File: src/rtl/blinker_sequencer.sv
// Multi-channel turn-signal / hazard sequencer: one shared half-period timer keeps
// every lamp in phase; channels complete a minimum number of flashes after release.
module blinker_sequencer #(
    parameter int unsigned NUM_CH          = 2,
    parameter int unsigned HALF_PERIOD     = 25000000,
    parameter int unsigned COMFORT_FLASHES = 3
) (
    input  logic              c50M,
    input  logic              resetN,
    input  logic [NUM_CH-1:0] blinkReq,
    input  logic              hazardReq,
    output logic [NUM_CH-1:0] lampOut,
    output logic              active,
    output logic              flashTick
);

    localparam int unsigned    TW     = $clog2(HALF_PERIOD);
    localparam int unsigned    CW     = (COMFORT_FLASHES > 0) ? $clog2(COMFORT_FLASHES + 1) : 1;
    localparam logic [TW-1:0]  T_LAST = TW'(HALF_PERIOD - 1);
    localparam logic [CW-1:0]  C_MAX  = CW'(COMFORT_FLASHES);

    typedef enum logic [1:0] {
        CH_IDLE,
        CH_ACTIVE,
        CH_COMFORT
    } ch_state_e;

    logic [TW-1:0]     timer_q, timer_d;
    logic              phase_q, phase_d;
    logic              haz_q;
    ch_state_e         st_q  [NUM_CH];
    ch_state_e         st_d  [NUM_CH];
    logic [CW-1:0]     cnt_q [NUM_CH];
    logic [CW-1:0]     cnt_d [NUM_CH];
    logic [NUM_CH-1:0] lamp_q, lamp_d;
    logic              active_q, active_d;
    logic              tick_q, tick_d;

    logic              all_idle;
    logic              quiet;
    logic              start;
    logic              wrap;

    // Quiet means nothing was sequencing last cycle: the timer is parked or about to be.
    always_comb begin
        all_idle = 1'b1;
        for (int unsigned i = 0; i < NUM_CH; i++) begin
            if (st_q[i] != CH_IDLE) begin
                all_idle = 1'b0;
            end
        end
    end

    assign quiet = all_idle && !haz_q;
    assign start = quiet && ((|blinkReq) || hazardReq);
    assign wrap  = !quiet && (timer_q == T_LAST);

    // State register
    always_ff @(posedge c50M or negedge resetN) begin
        if (!resetN) begin
            timer_q  <= '0;
            phase_q  <= 1'b0;
            haz_q    <= 1'b0;
            lamp_q   <= '0;
            active_q <= 1'b0;
            tick_q   <= 1'b0;
            for (int unsigned i = 0; i < NUM_CH; i++) begin
                st_q[i]  <= CH_IDLE;
                cnt_q[i] <= '0;
            end
        end else begin
            timer_q  <= timer_d;
            phase_q  <= phase_d;
            haz_q    <= hazardReq;
            lamp_q   <= lamp_d;
            active_q <= active_d;
            tick_q   <= tick_d;
            for (int unsigned i = 0; i < NUM_CH; i++) begin
                st_q[i]  <= st_d[i];
                cnt_q[i] <= cnt_d[i];
            end
        end
    end

    // Next-state: shared timer/phase plus per-channel FSM and flash counters
    always_comb begin
        logic [CW-1:0] cnt_upd;
        cnt_upd = '0;
        timer_d = '0;
        phase_d = 1'b0;
        if (start) begin
            phase_d = 1'b1;
        end else if (!quiet) begin
            timer_d = wrap ? '0 : timer_q + 1'b1;
            phase_d = phase_q ^ wrap;
        end

        for (int unsigned i = 0; i < NUM_CH; i++) begin
            st_d[i]  = st_q[i];
            cnt_d[i] = cnt_q[i];
            // A flash completes at an ON->OFF wrap while this channel's lamp was lit.
            cnt_upd  = cnt_q[i];
            if (wrap && phase_q && lamp_q[i] && (cnt_q[i] < C_MAX)) begin
                cnt_upd = cnt_q[i] + 1'b1;
            end
            unique case (st_q[i])
                CH_IDLE: begin
                    if (blinkReq[i]) begin
                        st_d[i] = CH_ACTIVE;
                    end
                end
                CH_ACTIVE: begin
                    cnt_d[i] = cnt_upd;
                    if (!blinkReq[i]) begin
                        st_d[i] = (cnt_upd >= C_MAX) ? CH_IDLE : CH_COMFORT;
                    end
                end
                CH_COMFORT: begin
                    cnt_d[i] = cnt_upd;
                    if (blinkReq[i]) begin
                        st_d[i] = CH_ACTIVE;
                    end else if (cnt_upd >= C_MAX) begin
                        st_d[i] = CH_IDLE;
                    end
                end
                default: st_d[i] = CH_IDLE;
            endcase
            if (st_d[i] == CH_IDLE) begin
                cnt_d[i] = '0;
            end
        end
    end

    // Output next-values; clicker only fires on start or on a phase edge
    always_comb begin
        active_d = !quiet || start;
        lamp_d   = '0;
        for (int unsigned i = 0; i < NUM_CH; i++) begin
            lamp_d[i] = phase_d && (hazardReq || (st_d[i] != CH_IDLE));
        end
        tick_d = start || (wrap && (lamp_d != lamp_q));
    end

    assign lampOut   = lamp_q;
    assign active    = active_q;
    assign flashTick = tick_q;

endmodule

File: config.mk
export PLATFORM = sky130hd
export DESIGN_NAME = blinker_sequencer
export DESIGN_NICKNAME = d
export VERILOG_FILES = /design/src/rtl/blinker_sequencer.sv
export SDC_FILE = /design/constraint.sdc
export NUM_CORES = 1
export LEC_CHECK = 0
export ABC_AREA = 1
export CORE_MARGIN = 3
export CORE_UTILIZATION = 40
export DETAILED_ROUTE_END_ITERATION = 16
export GPL_ROUTABILITY_DRIVEN = 0
export PLACE_DENSITY_LB_ADDON = 0.08
export SLEW_MARGIN = 25
export SYNTH_ARGS = -nofsm -noshare
export SYNTH_HDL_FRONTEND = slang
export SYNTH_SLANG_ARGS = --single-unit
export TNS_END_PERCENT = 10
File: constraint.sdc
create_clock -name c50M -period 2.4 [get_ports c50M]
set_input_delay 0.24 -clock c50M [delete_from_list [all_inputs] [get_ports c50M]]
set_output_delay 0.24 -clock c50M [all_outputs]
set_load 0.02 [all_outputs]
## Yosys cells after proc, flatten, opt, wreduce, memory -nomap -nowiden

Cells that the tools add are included.

| word-level totals | value |
|---|---|
| register bits after elaboration | 39 |
| input bits | 5 |
| output and inout port bits | 4 |
| logic and storage cells | 80 |

| cells by class | value |
|---|---|
| $add $sub $neg | 3 |
| magnitude comparators | 4 |
| equality and inequality tests | 6 |
| mux-type cells | 25 |
| bitwise gates (word level) | 1 |
| reduce and logical (&&, ||, !) cells | 31 |

Operator list:

| operator | count |
|---|---|
| 25-bit 2-to-1 mux | 3 |
| 2-bit 2-to-1 mux | 16 |
| 25-bit by 1-bit adder with 25-bit output, second input constant | 1 |
| 25-bit == test, second input constant | 1 |
| 2-bit one-hot mux with 3 select lines | 2 |
| 2-bit nonzero test | 6 |
| 1-bit logical AND | 11 |
| 2-bit zero test | 4 |
| 2-bit OR reduction | 3 |
| 1-bit logical OR | 5 |
| 2-bit by 1-bit adder with 2-bit output, second input constant | 2 |
| 2-bit by 1-bit == test with 1-bit output, second input constant | 2 |
| 2-bit == test, second input constant | 2 |
| 2-bit greater-or-equal comparator, second input constant | 2 |
| 2-bit < comparator, second input constant | 2 |
| 1-bit 2-to-1 mux | 4 |
| 1-bit zero test | 2 |
| 2-bit inequality test | 1 |
| 1-bit XOR | 1 |

## Logic depth before layout (Yosys ltp)

| depth | value |
|---|---|
| depth in word-level cells | 20 |
| depth in mapped cells | 25 |
| mapped depth without buffers | 25 |

## Worst setup path after synthesis

No wires, ideal clock.

| timing | value |
|---|---|
| path type | flip-flop to flip-flop |
| start point | register st_q[1] (netlist name) |
| end point | register tick_q, in the netlist flashTick |
| library setup time | 124 ps |
| data arrival time | 2367 ps |
| data required time | 2276 ps |
| path slack | -91 ps |
| cell stages (with the launch flop) | 26 |
| path buffers | 1 |
| period minus slack after synthesis | 2491 ps |
| cells stage by stage | dfrtp_1 > inv_1 > ha_1 > inv_1 > nor3_1 > buf_2 > nor2_1 > ha_1 > nand2_1 > nor2_1 > nand2_1 > nand2_1 > nand2_1 > nand2_1 > nand2_1 > nand2_1 > nand2_1 > nand2_1 > nand3_1 > nand2_1 > nand2_1 > nand2_1 > inv_1 > nand2_1 > nand2_1 > nand2_1 |

| on the way | value |
|---|---|
| word-level cells in the longest chain between the ends | 19 |
| elaborated cells between the ends (all ways) | 41 |
| those cells by class | 2 x order compare; 3 x eq/ne; 16 x mux; 1 x bitwise; 19 x reduce/logical |

RTL lines:

| element | RTL line | text |
|---|---|---|
| start, declared | 31 | `ch_state_e st_q [NUM_CH];` |
| start signal, assigned by index | 79 | `st_q[i] <= st_d[i];` |
| 2-bit nonzero test | 48 | `if (st_q[i] != CH_IDLE) begin` |
| 1-bit 2-to-1 mux | 48 |  |
| 1-bit logical AND | 54 | `assign quiet = all_idle && !haz_q;` |
| 1-bit zero test | 56 | `assign wrap = !quiet && (timer_q == T_LAST);` |
| 1-bit logical AND | 56 |  |
| 1-bit logical AND (3 in a row) | 103 | `if (wrap && phase_q && lamp_q[i] && (cnt_q[i] < C_MAX)) begin` |
| 2-bit 2-to-1 mux | 103 |  |
| 2-bit greater-or-equal comparator | 115, 122 |  |
| (+2 left out) | -- |  |
| 2-bit one-hot mux with 3 select lines | 106 | `unique case (st_q[i])` |
| 2-bit nonzero test | 139 | `lamp_d[i] = phase_d && (hazardReq \|\| (st_d[i] != CH_IDLE));` |
| 1-bit logical OR | 139 |  |
| 1-bit logical AND | 139 |  |
| 2-bit inequality test | 141 | `tick_d = start \|\| (wrap && (lamp_d != lamp_q));` |
| 1-bit logical AND | 141 |  |
| 1-bit logical OR (*) | 141 |  |
| via tick_d | 37 | `logic tick_q, tick_d;` |
| end signal, assigned | 77 | `tick_q <= tick_d;` |
| end, declared | 37 |  |

Mark *: on every way through the listed nets, which the timed path passes. The rest lies on a longest branch.
A chain may end at the register's enable or synchronous reset.

## Worst setup path in the final report

| timing | value |
|---|---|
| start point | register timer_q[7] |
| end point | register tick_q, in the netlist flashTick |

| on the way | value |
|---|---|
| word-level cells in the longest chain between the ends | 16 |
| elaborated cells between the ends (all ways) | 33 |
| those cells by class | 2 x order compare; 2 x eq/ne; 14 x mux; 1 x bitwise; 14 x reduce/logical |

RTL lines:

| element | RTL line | text |
|---|---|---|
| start, declared | 28 | `logic [TW-1:0] timer_q, timer_d;` |
| start signal, assigned | 72 | `timer_q <= timer_d;` |
| 25-bit == test (*) | 56 |  |
| 1-bit logical AND (*) | 56 |  |
| 1-bit logical AND (3 in a row) | 103 |  |
| 2-bit 2-to-1 mux | 103 |  |
| 2-bit greater-or-equal comparator | 115, 122 |  |
| 2-bit 2-to-1 mux (on tied branches) | 122, 115 |  |
| 2-bit 2-to-1 mux (on tied branches) | 120, 114 |  |
| 2-bit one-hot mux with 3 select lines | 106 |  |
| 2-bit nonzero test | 139 |  |
| 1-bit logical OR | 139 |  |
| 1-bit logical AND | 139 |  |
| 2-bit inequality test | 141 |  |
| 1-bit logical AND (*) | 141 |  |
| 1-bit logical OR (*) | 141 |  |
| via tick_d | 37 |  |

Marks and branches as above.

==> impl_metrics.py <==
metrics = {
    "clock_network": {
        "cts_buffers": 5,
        "clock_path_buffers": 2,
        "clock-root-buffer": "clkbuf_8",
        "clk_pin_slew_ns": 0.08,
        "worstSkewPairLatency_ns": 0.29,
        "cts_hold_buf": 0,
        "clock-sinks": 39,
        "cts.htree.levels": 2,
        "cts_tree": "yes",
    },
    "outcome": {
        "failed_checks": "negative setup slack",
        "status": "finished with violations",
    },
    "synth": {
        "synth_warnings": 0,
        "ys_ff_latch": 39,
        "yosysUniqueCellTypes": 30,
        "syn-instance-count": 278,
        "synth_edf_count": 0,
        "syn_area_mm2": 0.002260,
        "yosysSeqAreaShare_pct": 43.19,
        "synth_async_sr_flop_share_pct": 100.0,
        "syn_area_per_cell_um2": 8.128,
        "synth.net_count": 295,
        "synth_top_flop_cell": "dfrtp_1",
    },
    "global_route": {
        "grtUsageTotal_pct": 16.96,
        "grt_max_degree": 40,
        "antenna_found_initial": 0,
        "grt_overflow": 0,
        "grt_pass1_wl_um": 8638,
        "grt_pass1_vias": 1911,
    },
    "timing": {
        "min_period_ns": 2.537,
        "fin_skew_ns": 0.004601,
        "slew_headroom_pct": 41.26,
        "fin_crit_sh_pct": 105.7,
        "tightest_slew_ns": 0.8811,
        "drv_slew": 0,
        "grt_setup_unrepaired": "true",
        "finalSetupViolCount": 4,
        "final-hold-violation-count": 0,
        "max_freq_mhz": 394.2,
        "final.setup.worst_slack_ns": -0.1369,
    },
    "critical_path": {
        "cp-startpoint": "timer_q[7]",
        "cp-end-kind": "flop",
        "crit_arrival_ns": 2.71,
        "cp.required_ns": 2.58,
        "crit_type": "flop to flop",
        "crit_path_max_fanout": 5,
        "start_kind": "flop",
        "r2r_start": "timer_q[7]",
        "reg2reg_slack_ns": -0.14,
    },
    "floorplanning": {
        "num_io_pins": 9,
        "die_x_um": 81.16,
        "start_util_pct": 42.88,
        "rows": 26,
        "fp.coreArea_mm2": 0.005270,
        "die_h_um": 81.16,
        "dieArea_mm2": 0.006587,
    },
    "route": {
        "detail-route-antenna-nets": 0,
        "routed_via_density": 4.730,
        "wl_per_cell_um": 11.96,
        "vias": 1944,
        "drtIter0Drc": 62,
        "drc": 0,
        "drt_wl_total_um": 4915,
        "drt_first_pass_iters": 4,
    },
    "placed_design": {
        "pre_cts_ws_ns": -0.2408,
        "port_buffers": 8,
        "post_dp_cell_area_mm2": 0.002773,
        "dp_hpwl_um": 3695,
    },
    "pwr": {
        "pwr_density_cell_mw_per_mm2": 843.9,
        "ir_worst_vdd_uv": 523.1,
        "total_power_mw": 2.517,
        "leakage_nw": 1.434,
    },
    "hold_path": {
        "worst_hold_path_type": "input pin to asynchronous set/reset pin",
    },
    "layout": {
        "drive_gt1_share_pct": 29.62,
        "nNetsFinal": 357,
        "fin_area_mm2": 0.002983,
        "area_delta_synth_final_pct": 32.00,
        "diodes": 0,
    },
    "run": {
        "max_cap_viol_count": 0,
    },
}
==> sequential cells by signal, summed over array words and instances, names as in the netlist <==
name and cells:
haz_q 1, cnt_q 4, st_q 4, flashTick 1, active 1, timer_q 25
phase_q 1, lampOut 2
==> routing by layer <==
metal / up-vias / track usage [%] / routed length, um
met5: - / 0 / 0
met4: 0 / 6.081 / 69
met3: 5 / 2.993 / 115
met2: 20 / 28.57 / 2410
li1: 1013 / - / -
met1: 906 / 21.76 / 2320
==> through the flow <==
stage          instances  util [%]  setup TNS, ns  hold slack [ns]
3_3_place_gp         401     52.61        -0.3616           0.4165
5_1_grt              411     56.60         -2.003           0.1233
4_1_cts              410     55.18        -0.1797          0.09762
6_report             411     56.60        -0.2455          0.06339
2_1_floorplan        278         -              0         -0.05559
3_5_place_dp         401     52.61        -0.7596           0.4158
==> critical path, stage by stage, from the launching register on <==
cell and delay [ns]:
dfrtp_1 0.40, nor3_2 0.18, nand4_1 0.12, nor3_2 0.19, nand3_1 0.11, nor2_2 0.18, ha_4 0.19, nand2_1 0.07
nor2_2 0.11, nand2_1 0.08, nand2_2 0.07, nand2_2 0.06, o21bai_1 0.13, nand2_1 0.08, nand2_2 0.08, nand3_2 0.08
nand2_2 0.07, nand2_1 0.05, nand2_1 0.05, nand2_1 0.05, nand2_1 0.05, nand2_1 0.05
==> cells by family (layout without fill, tap and decap cells) <==
logic type | count (synthesis) | in the layout | share of synthesized area, %
flops | 39 | 39 | 43.19
compound gates | 27 | 27 | 7.087
simple gates | 141 | 141 | 30.07
buf+inv | 45 | 108 | 7.586
fa+ha+maj | 12 | 12 | 6.644
xor+xnor | 14 | 14 | 5.426
==> area by class of cell <==
cell class | count | area, um^2
repair buffers | 57 | 442.9
clock inverters | 3 | 43.79
clock buffers | 5 | 68.82
inverters | 43 | 161.4
fillers | 492 | 2287
multi-input cells | 194 | 1202
well taps | 70 | 87.58
flip-flops and latches | 39 | 975.9
==> worst paths after layout <==
kind	end	cells after the start
worst max-delay path	flashTick	21
worst min-delay path	timer_q[9]	1
worst max register to register	flashTick	21
worst min register to register	timer_q[21]	2
max in group asynchronous	st_q[0]	1
min in group c50M	haz_q	1
==> synth_stat cells (3+ instances only) <==
master | instances | area share (%)
nand2_1 | 58 | 9.6
xor2_1 | 8 | 3.1
o21ai_0 | 10 | 2.2
a21oi_1 | 7 | 1.6
nor2_1 | 42 | 7.0
nand3_2 | 4 | 1.8
inv_1 | 41 | 6.8
nor3_1 | 5 | 1.1
ha_1 | 12 | 6.6
a211oi_1 | 3 | 1.0
xnor2_1 | 6 | 2.3
nand3_1 | 12 | 2.7
dfrtp_1 | 39 | 43
nand4_1 | 7 | 1.9
nor3_2 | 4 | 1.8
==> where the power goes <==
part	switching (mW)	internal [mW]
logic	0.586	0.518
registers	0.0882	0.771
clock network	0.244	0.310
total	0.919	1.60
==> repair_timing <==
action	CTS	global route
endpoints found under the setup margin	7	9
resized for setup	5	20
setup buffers	1	1
pin swaps	1	5
==> cell usage in the layout (no fill, tap or decap), types with 2 or more instances in the layout <==
master	Yosys	final
a211oi_1	3	2
a21oi_1	7	7
buf_4	0	49
clkbuf_8	0	5
clkdlybuf4s50_1	0	7
dfrtp_1	39	39
ha_1	12	11
inv_1	41	40
inv_2	2	3
nand2_1	58	46
nand2_2	1	13
nand3_1	12	9
nand3_2	4	7
nand4_1	7	7
nor2_1	42	37
nor2_2	2	7
nor3_1	5	2
nor3_2	4	7
o21a_1	2	2
o21ai_0	10	10
o21bai_1	2	2
xnor2_1	6	6
xor2_1	8	8
Power figures use the tool's default switching activity.
